===== src/rtl/bmc_burst_decoder.sv =====
// Biphase-mark light-burst decoder for one TS4231 channel: synchronises E/D,
// decodes the BMC bit stream, assembles the first WORD_BITS bits with a timestamp.
module bmc_burst_decoder #(
    parameter int unsigned HALF_MIN  = 4,
    parameter int unsigned THRESH    = 12,
    parameter int unsigned SLOW_MAX  = 24,
    parameter int unsigned WORD_BITS = 17,
    parameter int unsigned TS_W      = 24
) (
    input  logic                 clk_25MHz,
    input  logic                 reset_n,
    input  logic                 envelop_wire,
    input  logic                 data_wire,
    input  logic [TS_W-1:0]      ts_in,
    output logic                 bit_valid,
    output logic                 bit_value,
    output logic                 word_valid,
    output logic [WORD_BITS-1:0] word,
    output logic [TS_W-1:0]      word_ts,
    output logic                 err,
    output logic [1:0]           err_code
);

    localparam int unsigned CNT_W = 8;
    localparam int unsigned IVL_W = CNT_W + 1;
    localparam int unsigned BC_W  = $clog2(WORD_BITS + 1);

    localparam logic [1:0] ST_IDLE   = 2'd0;
    localparam logic [1:0] ST_ARMED  = 2'd1;
    localparam logic [1:0] ST_DECODE = 2'd2;
    localparam logic [1:0] ST_DRAIN  = 2'd3;

    localparam logic [1:0] ERR_GLITCH = 2'd1;
    localparam logic [1:0] ERR_ORPHAN = 2'd2;
    localparam logic [1:0] ERR_SHORT  = 2'd3;

    // Reset asserts asynchronously, releases two clocks later in this domain
    logic [1:0] rst_sync;
    logic       rst_n_int;

    always_ff @(posedge clk_25MHz or negedge reset_n) begin
        if (!reset_n) rst_sync <= '0;
        else          rst_sync <= {rst_sync[0], 1'b1};
    end

    assign rst_n_int = rst_sync[1];

    logic [2:0]           data_s;
    logic [1:0]           env_s;
    logic [1:0]           state,        state_nxt;
    logic [CNT_W-1:0]     cnt,          cnt_nxt;
    logic                 half_pending, half_nxt;
    logic [BC_W-1:0]      bit_count,    bc_nxt;
    logic [WORD_BITS-1:0] shreg,        shreg_nxt;
    logic [TS_W-1:0]      ts_ref,       ts_ref_nxt;
    logic                 bit_valid_nxt, bit_value_nxt, word_valid_nxt, err_nxt;
    logic [WORD_BITS-1:0] word_nxt;
    logic [TS_W-1:0]      word_ts_nxt;
    logic [1:0]           err_code_nxt;
    logic                 emit, emit_val, abort;

    logic             edge_c, env_high_c, timeout_c;
    logic [IVL_W-1:0] ivl_c;

    // Stage 2 vs its delayed copy; envelope uses the same depth so timing lines up
    assign edge_c     = data_s[2] ^ data_s[1];
    assign env_high_c = env_s[1];
    assign ivl_c      = IVL_W'(cnt) + IVL_W'(1);
    assign timeout_c  = !edge_c && (ivl_c >= IVL_W'(SLOW_MAX));

    always_ff @(posedge clk_25MHz or negedge rst_n_int) begin
        if (!rst_n_int) begin
            data_s       <= '1;
            env_s        <= '1;
            state        <= ST_IDLE;
            cnt          <= '0;
            half_pending <= 1'b0;
            bit_count    <= '0;
            shreg        <= '0;
            ts_ref       <= '0;
            bit_valid    <= 1'b0;
            bit_value    <= 1'b0;
            word_valid   <= 1'b0;
            word         <= '0;
            word_ts      <= '0;
            err          <= 1'b0;
            err_code     <= '0;
        end else begin
            data_s       <= {data_s[1:0], data_wire};
            env_s        <= {env_s[0], envelop_wire};
            state        <= state_nxt;
            cnt          <= cnt_nxt;
            half_pending <= half_nxt;
            bit_count    <= bc_nxt;
            shreg        <= shreg_nxt;
            ts_ref       <= ts_ref_nxt;
            bit_valid    <= bit_valid_nxt;
            bit_value    <= bit_value_nxt;
            word_valid   <= word_valid_nxt;
            word         <= word_nxt;
            word_ts      <= word_ts_nxt;
            err          <= err_nxt;
            err_code     <= err_code_nxt;
        end
    end

    always_comb begin
        state_nxt      = state;
        cnt_nxt        = edge_c ? '0 : ((cnt == '1) ? cnt : cnt + CNT_W'(1));
        half_nxt       = half_pending;
        bc_nxt         = bit_count;
        shreg_nxt      = shreg;
        ts_ref_nxt     = ts_ref;
        bit_valid_nxt  = 1'b0;
        bit_value_nxt  = 1'b0;
        word_valid_nxt = 1'b0;
        word_nxt       = word;
        word_ts_nxt    = word_ts;
        err_nxt        = 1'b0;
        err_code_nxt   = err_code;
        emit           = 1'b0;
        emit_val       = 1'b0;
        abort          = 1'b0;

        case (state)
            ST_IDLE: begin
                cnt_nxt = '0;
                if (!env_high_c) state_nxt = ST_ARMED;
            end
            ST_ARMED: begin
                if (env_high_c) begin
                    state_nxt = ST_IDLE;
                end else if (edge_c) begin
                    ts_ref_nxt = ts_in;
                    bc_nxt     = '0;
                    half_nxt   = 1'b0;
                    state_nxt  = ST_DECODE;
                end
            end
            ST_DECODE: begin
                if (edge_c) begin
                    if (ivl_c < IVL_W'(HALF_MIN)) begin
                        abort        = 1'b1;
                        err_nxt      = 1'b1;
                        err_code_nxt = ERR_GLITCH;
                    end else if (ivl_c < IVL_W'(THRESH)) begin
                        if (half_pending) begin
                            emit     = 1'b1;
                            emit_val = 1'b1;
                            half_nxt = 1'b0;
                        end else begin
                            half_nxt = 1'b1;
                        end
                    end else if (half_pending) begin
                        abort        = 1'b1;
                        err_nxt      = 1'b1;
                        err_code_nxt = ERR_ORPHAN;
                    end else begin
                        emit = 1'b1;
                    end
                end
                if (abort) state_nxt = ST_DRAIN;

                if (emit) begin
                    bit_valid_nxt = 1'b1;
                    bit_value_nxt = emit_val;
                    if (bit_count < BC_W'(WORD_BITS)) begin
                        shreg_nxt = {shreg[WORD_BITS-2:0], emit_val};
                        bc_nxt    = bit_count + BC_W'(1);
                        if (bc_nxt == BC_W'(WORD_BITS)) begin
                            word_valid_nxt = 1'b1;
                            word_nxt       = shreg_nxt;
                            word_ts_nxt    = ts_ref;
                        end
                    end
                end

                // End-of-burst check sees the edge's effect from this same cycle
                if (!abort && (env_high_c || timeout_c)) begin
                    if (half_nxt) begin
                        err_nxt      = 1'b1;
                        err_code_nxt = ERR_ORPHAN;
                    end else if (bc_nxt < BC_W'(WORD_BITS)) begin
                        err_nxt      = 1'b1;
                        err_code_nxt = ERR_SHORT;
                    end
                    state_nxt = env_high_c ? ST_IDLE : ST_ARMED;
                end
            end
            ST_DRAIN: begin
                if (env_high_c) state_nxt = ST_IDLE;
            end
            default: state_nxt = ST_IDLE;
        endcase
    end

endmodule


===== config.mk =====
export PLATFORM = sky130hd
export DESIGN_NAME = bmc_burst_decoder
export DESIGN_NICKNAME = d
export VERILOG_FILES = /design/src/rtl/bmc_burst_decoder.sv
export SDC_FILE = /design/constraint.sdc
export NUM_CORES = 1
export LEC_CHECK = 0
export ABC_AREA = 1
export CORE_MARGIN = 5
export CORE_UTILIZATION = 55
export CTS_CLUSTER_DIAMETER = 120
export DETAILED_ROUTE_END_ITERATION = 8
export GPL_TIMING_DRIVEN = 0
export PLACE_DENSITY = 0.88
export SLEW_MARGIN = 20
export SYNTH_ARGS = -nofsm -noshare
export SYNTH_HDL_FRONTEND = slang
export SYNTH_SLANG_ARGS = --single-unit
export TNS_END_PERCENT = 30

===== constraint.sdc =====
create_clock -name clk_25MHz -period 5.55 [get_ports clk_25MHz]
set_clock_uncertainty 0.05 [all_clocks]
set_input_delay 1.11 -clock clk_25MHz [delete_from_list [all_inputs] [get_ports clk_25MHz]]
set_output_delay 1.11 -clock clk_25MHz [all_outputs]
set_load 0.03 [all_outputs]

==> flow_metrics.tcl, run 1 <==
set metrics [dict create \
    cts-buffers-inserted 9 \
    globalplace.congestion 0.856 \
    p_int_w 0.00121 \
    worstMarginPinSlew_ps 633 \
    path_delay_family "simple AND/OR/NAND/NOR gates" \
    ys_types 39 \
    drtIter0Drc 166 \
    synth_largest_area_cell "dfrtp_1" \
    slew_headroom_pct 57.8 \
    pre_cts_ws_ps 2370 \
    portBuffers 74 \
    comb_power_share_pct 19.4 \
    hold-worst-slack_ps 310 \
    antenna_found_initial 0 \
    synth-edff-count 0 \
    crit_slowest_cell "dfrtp_1" \
    viasPerCell 5.14 \
    endpoint_kind "register" \
    wl_per_cell_um 14.2 \
    num_vias 3636 \
    worst_setup_path_start_kind "register" \
    reg2reg_to "word_ts[22]" \
    worstPathCellList "ha_1 -> nand2_1 -> inv_1 -> nand3_4 -> clkinv_2 -> nor2_2 -> nand2_1 -> or2_2 -> ha_1 -> nand3_4 -> nor2_8 -> inv_4 -> nor3_4 -> nand2_1 -> nand2_1" \
    hold_class "register to asynchronous set/reset pin" \
    fin_crit_ps 3190 \
    cp_data_arrival_time_ps 3440 \
    postRouteWirelength_um 10100 \
    yosysMostFrequentCell "nand2_1" \
    p_leak_nw 2.82 \
    cts_resized 0 \
    rsz0062_at_grt "false" \
    clkPwrFrac_pct 25.3 \
    ys_seq_area_share_pct 56.9 \
    fmax_mhz 314 \
    synth.ff_latch_count 110 \
    first_pass_iters 7 \
    p_per_area_mw_per_mm2 297 \
    final.setup.worst_slack_ps 2360 \
    nFillCells 669 \
    die_h_um 104 \
    syn_nets 544 \
    grt_pass1_vias 3738 \
    max_stage_delay_ps 450 \
    fp-row-count 34 \
    dp_hpwl_um 7420 \
    clockRootBuffer "clkbuf_8" \
    ioPinCount 75 \
    clkLatencyLatePin_ps 370 \
    switchingPower_w 0.000551 \
    crit_buf_inv 3 \
    yosys-top-cells-count "nand2_1 (122), dfrtp_1 (105), inv_1 (66)" \
    layout-area-overhead-vs-synth_pct 22.3 \
    cts_tree "built" \
    nets 630 \
    core_area_mm2 0.00864 \
    dp.cells 693 \
    p_sw_share_pct 31.3 \
    crit_top_cell "nand2_1" \
    post_cts_buffers 0 \
    final.setup.tns_ps 0 \
    grt_max_degree 61 \
    grt_pass1_wl_um 17600 \
    async_flop_share_pct 100 \
    antenna_cells 0 \
    r2r_start "cnt[0]" \
    ir_worst_vdd_uv 281 \
    htreeDepth 3 \
    finalCoreUtilization_pct 68.6 \
    period_share_pct 57.4 \
    drtAntennaViolNets 0 \
    setup_viol 0 \
    rrSetupSlack_ps 2360 \
    synthCells 510 \
    cts.clk_slew.worst_paths_ps 110 \
    status "complete, no violations" \
    yosysTopAreaCellShare_pct 54.2 \
    cts.sinks 110 \
    hold_viol_final 0 \
    yosys_warnings 0 \
    grt_overflow 0 \
    drive_gt1_share_pct 14.5 \
    layout.cells.non_filler 708 \
    drc_errors 0 \
    drv_slew 0 \
    dieArea_mm2 0.0108 \
    crit_required_ps 5800 \
    postCtsHoldBufs 0 \
    crit_type "register to register" \
    power_frac_seq_pct 55.3 \
    grt_usage_pct 19.4 \
    cap_violations 0 \
    ys.flop_type "dfrtp_1" \
    die_w_um 104 \
    syn_area_mm2 0.00485 \
    synthTopCellsByArea "dfrtp_1 (54%), nand2_1 (9.5%), inv_1 (5.1%)" \
    start_util_pct 56.1 \
    clk_path_buf_depth 2 \
    syn_avg_cell_area_um2 9.50 \
    reg2reg_depth 15 \
    worstPathMaxFanout 9 \
]
[through the flow]
step	power, W	area [µm²]
4_1_cts	0.00177	5930
2_1_floorplan	0.00122	4850
3_5_place_dp	0.00133	5750
5_1_grt	0.00185	5930
3_3_place_gp	0.00130	5720
6_report	0.00176	5930
[flip-flops by register name, summed over array words and instances, names as in the netlist, 2 cells and up]
| register | count |
|---|---|
| shreg | 16 |
| env_s | 2 |
| state | 2 |
| bit_count | 5 |
| err_code | 2 |
| cnt | 8 |
| data_s | 3 |
| word | 17 |
| word_ts | 24 |
| ts_ref | 24 |
| rst_sync | 2 |
[routing by layer]
layer / vias up / routed length, µm / track usage [%]
li1: 1784 / - / -
met1: 1749 / 4350 / 25.0
met2: 84 / 5120 / 32.9
met3: 19 / 382 / 3.48
met4: 0 / 216 / 7.12
met5: - / 0 / 0
[worst reg2reg max path: stages (launching register included)]
cell      delay [ps]
dfrtp_1          450
ha_1             250
nand2_1          120
inv_1            110
nand3_4          130
clkinv_2         100
nor2_2           180
nand2_1           80
or2_2            300
ha_1             410
nand3_4          170
nor2_8           160
inv_4             60
nor3_4           350
nand2_1          110
nand2_1           90
[kinds of logic (layout without fill, tap and decap cells)]
family | Yosys count | count (layout) | share of synthesized area (%)
XOR/XNOR | 6 | 6 | 1.08
buffers and inverters | 87 | 177 | 8.13
multiplexers | 7 | 7 | 1.63
adder cells (fa/ha/maj) | 6 | 6 | 1.55
flip-flops | 110 | 110 | 56.9
AO/OA/AOI/OAI | 99 | 99 | 12.4
other | 1 | 1 | 0.0774
AND/OR/NAND/NOR | 194 | 194 | 18.2
[area by class of cell]
type	instances	area (µm²)	area share, %
Sequential cell	110	2760	46.6
Multi-Input combinational cell	313	1690	28.6
Timing Repair Buffer	75	768	13.0
Inverter	72	274	4.62
Tap cell	108	135	2.28
Clock buffer	10	128	2.15
Buffer	15	120	2.03
Clock inverter	5	46.3	0.781
[power groups by stage]
stage          sequential [W]  combinational (W)  clock, W
6_report             0.000974           0.000341  0.000446
5_1_grt              0.000990           0.000382  0.000482
4_1_cts              0.000974           0.000343  0.000456
3_5_place_dp         0.000990           0.000340         0
3_3_place_gp         0.000990           0.000312         0
2_1_floorplan        0.000997           0.000220         0
[worst max path at each step]
stage                      startpoint  cells after the start  slack [ps]            to
final                          cnt[0]                     15        2360   word_ts[22]
after global routing           cnt[0]                     15        2090   word_ts[21]
after floorplan           rst_sync[1]                      0        2220  bit_count[0]
after detailed placement       cnt[0]                     15        2370   word_ts[22]
after CTS                      cnt[0]                     15        2340   word_ts[22]
after global placement    rst_sync[1]                      0        1220       word[9]
[cells in the final DEF, fill, tap and decap left out, drive strengths merged, types with 2 or more instances in the layout]
cell             n
dfstp            5
clkdlybuf4s50   74
nand4            5
mux2             7
inv             72
buf             13
nor2            42
a21oi           22
clkbuf          13
dfrtp          105
nand3           16
xor2             3
ha               6
o21ai           69
xnor2            3
nand2          128
o22ai            2
o31ai            2
clkinv           5
No activity file was read; power rests on OpenSTA's default activity.
==> inputs of run 2 (changes only) <==
- CORE_UTILIZATION: 55 -> 54
- PLACE_DENSITY: 0.88 -> 0.87
- clock period: 5.55 -> 3.12 ns (I/O delays scaled with it)
==> run 2 against run 1 <==
  * Worst hold slack worse by 110 ps
  * Sequential share of layout area down 0.92 points
  * First-iteration DRC count is 20% higher
  * Register-to-register slack worse by 2200 ps
  * Total power grew 83%
  * Cell count rose by 0.85%
  * Non-clock buffer count increased by 5
  * Critical path type unchanged
  * Critical endpoint is now err_code[0]
  * Largest cell class unchanged
==> flow_metrics.tcl, run 2 (same netlist as run 1, synthesis figures left out) <==
set metrics [dict create \
    cts_tree "built" \
    worstMarginPinSlew_ps 648 \
    slew_headroom_pct 56.7 \
    crit_top_cell "nand2_1" \
    drive_gt1_share_pct 16.2 \
    num_vias 3729 \
    hold_class "register to asynchronous set/reset pin" \
    crit_start "cnt[0]" \
    endpoint_kind "register" \
    hold_viol_final 0 \
    layout.cells.non_filler 714 \
    crit_slowest_cell "dfrtp_1" \
    cp_data_arrival_time_ps 3120 \
    portBuffers 74 \
    worst_setup_path_start_kind "register" \
    r2r_start "cnt[0]" \
    crit_type "register to register" \
    reg2reg_to "err_code[0]" \
    fin_crit_ps 2910 \
    viasPerCell 5.22 \
    fp-row-count 34 \
    layout-area-overhead-vs-synth_pct 24.8 \
    clkLatencyLatePin_ps 360 \
    reg_top3 "ts_ref (24), word_ts (24), word (17)" \
    grt_pass1_vias 3739 \
    hold-worst-slack_ps 201 \
    drc_errors 0 \
    dp_hpwl_um 7440 \
    globalplace.congestion 0.866 \
    htreeDepth 3 \
    dieArea_mm2 0.0110 \
    die_w_um 105 \
    cts-buffers-inserted 9 \
    design_area_mm2 0.00605 \
    final_cell_mix "nand2_1 (121), dfrtp_1 (104), clkdlybuf4s50_1 (74)" \
    clockRootBuffer "clkbuf_8" \
    worstPathMaxFanout 7 \
    critPathCapture "err_code[0]" \
    p_per_area_mw_per_mm2 534 \
    cts.sinks 110 \
    worstPathCellList "ha_1 -> nand2_2 -> inv_2 -> nand3_4 -> clkinv_2 -> nor2_4 -> nand2_1 -> or2_2 -> ha_4 -> nand3_4 -> o31ai_2 -> nand2_1 -> nand2_2 -> nand2_1 -> nand2_1 -> nand2_1" \
    antenna_cells 0 \
    nets 635 \
    rsz0062_at_grt "false" \
    drtAntennaViolNets 0 \
    nFillCells 623 \
    clk_path_buf_depth 2 \
    grt_usage_pct 19.0 \
    cts.clk_slew.worst_paths_ps 100 \
    placed_area_mm2 0.00577 \
    reg2reg_depth 16 \
    dp.cells 694 \
    setup_viol 0 \
    postCtsHoldBufs 0 \
    ir_worst_vdd_uv 447 \
    max_stage_delay_ps 430 \
    core_area_mm2 0.00872 \
    cap_violations 0 \
    die_h_um 105 \
    postRouteWirelength_um 10200 \
    p_leak_nw 2.87 \
    fmax_mhz 344 \
    crit_buf_inv 2 \
    status "complete, no violations" \
    pre_cts_ws_ps -3.37 \
    period_share_pct 93.3 \
    rrSetupSlack_ps 210 \
    antenna_found_initial 0 \
    wl_per_cell_um 14.3 \
    final.setup.worst_slack_ps 209 \
    drtIter0Drc 199 \
    final_common_cell "nand2_1" \
    crit_cells 16 \
    first_pass_iters 4 \
    drv_slew 0 \
    grt_pass1_wl_um 17400 \
    grt_overflow 0 \
    ioPinCount 75 \
    crit_required_ps 3330 \
    path_delay_family "simple AND/OR/NAND/NOR gates" \
    start_util_pct 55.6 \
    grt_max_degree 47 \
]
## run 2: cell types whose count changed in the layout (fill, tap and decap cells not counted), sizes merged
| cell | delta |
|---|---|
| buf | +4 |
| clkbuf | +2 |
| clkinv | -1 |
| inv | +1 |
## run 2: worst min-delay path by stage
stage                     slack, ps           to         from
final                           200  word_ts[17]  rst_sync[1]
after global routing            240  word_ts[17]  rst_sync[1]
after CTS                       210  word_ts[17]  rst_sync[1]
after detailed placement        200  word_ts[17]  rst_sync[1]
after global placement          290  rst_sync[1]  rst_sync[0]
after floorplan                 280  rst_sync[0]      reset_n
## run 2: repair_timing
item	CTS	global route
pin swaps	0	1
setup endpoints to repair	11	61
gates resized for setup	2	5
endpoints found under the hold margin	0	0
buffers inserted	0	4
## run 2: final cells by class
type,count,area (µm²),share of cell area (%)
multi-input cells,313,1720,28.4
clock buffers,11,151,2.50
flip-flops and latches,110,2760,45.7
plain buffers,15,123,2.03
well taps,108,135,2.24
clock inverters,5,51.3,0.849
inverters,72,274,4.53
repair buffers,80,831,13.7
## run 2: per-layer routing
| metal | part of all wire (%) | GRT usage [%] | up-vias |
|---|---|---|---|
| met3 | 4.8 | 4.07 | 17 |
| li1 | - | - | 1797 |
| met1 | 42 | 24.2 | 1817 |
| met4 | 1.6 | 6.12 | 0 |
| met2 | 52 | 32.4 | 98 |
| met5 | 0 | 0 | - |
## run 2: through the flow
| step | utilization, % | setup TNS, ps | power (W) |
|---|---|---|---|
| 2_1_floorplan | - | 0 | 0.00216 |
| 3_3_place_gp | 65.6 | 0 | 0.00231 |
| 3_5_place_dp | 66.2 | -3.37 | 0.00238 |
| 4_1_cts | 68.6 | -6.26 | 0.00323 |
| 5_1_grt | 69.3 | 0 | 0.00341 |
| 6_report | 69.3 | 0 | 0.00323 |
## run 2: power breakdown
| group | total [W] | internal (W) | switching, W | leakage (nW) |
|---|---|---|---|---|
| logic | 0.000655 | 0.000251 | 0.000405 | 1.45 |
| clock network | 0.000844 | 0.000351 | 0.000493 | 0.104 |
| registers | 0.00173 | 0.00163 | 0.000106 | 1.31 |
==> inputs of run 3 (changes only) <==
- CORE_UTILIZATION: 54 -> 55
- PLACE_DENSITY: 0.87 -> 0.84
- clock period: 3.12 -> 3.6 ns (I/O delays scaled with it)
==> run 3 against run 2 <==
  * Register-to-register slack improved by 210 ps
  * Critical endpoint is now word_ts[19]
  * Maximum frequency down 8.5%
  * Die area shrank 1.6%
  * Highest routed layer unchanged
  * Clock-buffer cell count did not move
==> flow_metrics.tcl, run 3 (same netlist as run 1, synthesis figures left out) <==
set metrics [dict create \
    max_stage_delay_ps 440 \
    drc_errors 0 \
    p_int_w 0.00189 \
    fmax_mhz 314 \
    hold_class "register to register" \
    clkPwrFrac_pct 25.8 \
    p_sw_share_pct 31.1 \
    dp_hpwl_um 7390 \
    clk_path_buf_depth 2 \
    setup_viol 0 \
    antenna_found_initial 0 \
    worstPathMaxFanout 9 \
    globalplace.congestion 0.794 \
    cp_data_arrival_time_ps 3430 \
    clockRootBuffer "clkbuf_8" \
    grt_pass1_wl_um 17700 \
    crit_type "register to register" \
    finalCoreUtilization_pct 68.8 \
    die_w_um 104 \
    dieArea_mm2 0.0108 \
    worstPathCellList "ha_1 -> nand2_1 -> inv_1 -> nand3_4 -> clkinv_2 -> nor2_2 -> nand2_1 -> or2_2 -> ha_1 -> nand3_4 -> nor2_8 -> inv_4 -> nor3_4 -> nand2_1 -> nand2_1" \
    period_share_pct 88.3 \
    grt_pass1_vias 3770 \
    final_common_cell "nand2_1" \
    antenna_cells 0 \
    cts_tree "built" \
    comb_power_share_pct 19.3 \
    crit_required_ps 3850 \
    multi_input_area_mm2 0.00170 \
    postCtsHoldBufs 0 \
    p_leak_nw 2.82 \
    clkLatencyLatePin_ps 360 \
    drtAntennaViolNets 0 \
    fin_crit_ps 3180 \
    power_frac_seq_pct 54.9 \
    fin_total_pwr_w 0.00274 \
    final.setup.worst_slack_ps 420 \
    cap_violations 0 \
    ioPinCount 75 \
    fp-row-count 34 \
    portBuffers 74 \
    wl_per_cell_um 14.2 \
    grt_overflow 0 \
    num_vias 3690 \
    status "complete, no violations" \
    drtIter0Drc 176 \
    nets 630 \
    rsz0062_at_grt "false" \
    worstMarginPinSlew_ps 739 \
    nFillCells 657 \
    cts.sinks 110 \
    crit_top_cell "nand2_1" \
    endpoint_kind "register" \
    layout-area-overhead-vs-synth_pct 22.6 \
    htreeDepth 3 \
    r2r_start "cnt[0]" \
    grt_max_degree 58 \
    die_h_um 104 \
    path_delay_family "simple AND/OR/NAND/NOR gates" \
    hold_viol_final 0 \
    crit_start "cnt[0]" \
    viasPerCell 5.20 \
    crit_slowest_cell "dfrtp_1" \
    final_cell_mix "nand2_1 (122), dfrtp_1 (104), clkdlybuf4s50_1 (74)" \
    pre_cts_ws_ps 415 \
    drv_slew 0 \
    cts.clk_slew.worst_paths_ps 100 \
    reg_top3 "ts_ref (24), word_ts (24), word (17)" \
    hold_path_startpoint "env_s[0]" \
    postRouteWirelength_um 10000 \
    post_cts_buffers 0 \
    regArea_mm2 0.00276 \
    drive_gt1_share_pct 14.8 \
    cts-buffers-inserted 9 \
    core_area_mm2 0.00864 \
    switchingPower_w 0.000851 \
    slew_headroom_pct 50.7 \
    crit_buf_inv 3 \
    grt_usage_pct 19.4 \
    ir_worst_vdd_uv 421 \
    p_per_area_mw_per_mm2 460 \
    start_util_pct 56.1 \
    first_pass_iters 5 \
    worst_setup_path_start_kind "register" \
]
## run 3: cell types whose count changed in the layout (fill, tap and decap cells not counted), moves of 2 or more
cell	change
clkinvlp_4	+2
buf_4	-3
inv_6	-3
buf_12	-2
## run 3: timing repair
action                                  CTS  global route
endpoints found under the setup margin    0             1
hold endpoints to repair                  0             0
resized for setup                         0             1
## run 3: power by group through the flow
stage,clock network [W],logic (W),registers (W)
2_1_floorplan,0,0.000339,0.00154
3_3_place_gp,0,0.000481,0.00153
3_5_place_dp,0,0.000527,0.00153
4_1_cts,0.000717,0.000532,0.00150
5_1_grt,0.000765,0.000594,0.00152
6_report,0.000706,0.000528,0.00150
## run 3: final cells by class
cell class / count / share of cell area, %
inverters: 72 / 4.61
clock inverters: 5 / 0.737
flip-flops and latches: 110 / 46.5
repair buffers: 75 / 12.9
clock buffers: 11 / 2.38
well taps: 108 / 2.27
multi-input cells: 313 / 28.6
plain buffers: 15 / 2.02
## run 3: metrics by stage
stage	cell area (µm²)	TNS (ps)	hold WS [ps]	instances
floorplan	4850	0	281	510
global route	5940	0	317	709
finish	5940	0	310	709
global placement	5720	-75460	287	692
CTS	5940	0	313	709
detailed placement	5750	0	291	693
## run 3: path summary, 6_finish.rpt
check / end / slack, ps / depth (start not counted)
min in group asynchronous: word_ts[20] / 360 / 0
hold reg to reg: env_s[1] / 310 / 0
setup reg to reg: word_ts[19] / 420 / 15
setup / recovery: word_ts[19] / 420 / 15
max in group asynchronous: word[3] / 2440 / 1
hold / removal: env_s[1] / 310 / 0
## run 3: layer usage
layer	vias to the layer above	global-route usage (%)	wire length (µm)
met1	1784	25.7	4290
met5	-	0	0
met2	106	32.6	5080
li1	1785	-	-
met3	15	3.72	516
met4	0	5.83	157
## run 3: worst register-to-register path, cell delays in order, from the launching register on
cell	delay [ps]
dfrtp_1	440
ha_1	240
nand2_1	120
inv_1	120
nand3_4	130
clkinv_2	110
nor2_2	180
nand2_1	80
or2_2	320
ha_1	410
nand3_4	180
nor2_8	150
inv_4	60
nor3_4	340
nand2_1	120
nand2_1	70
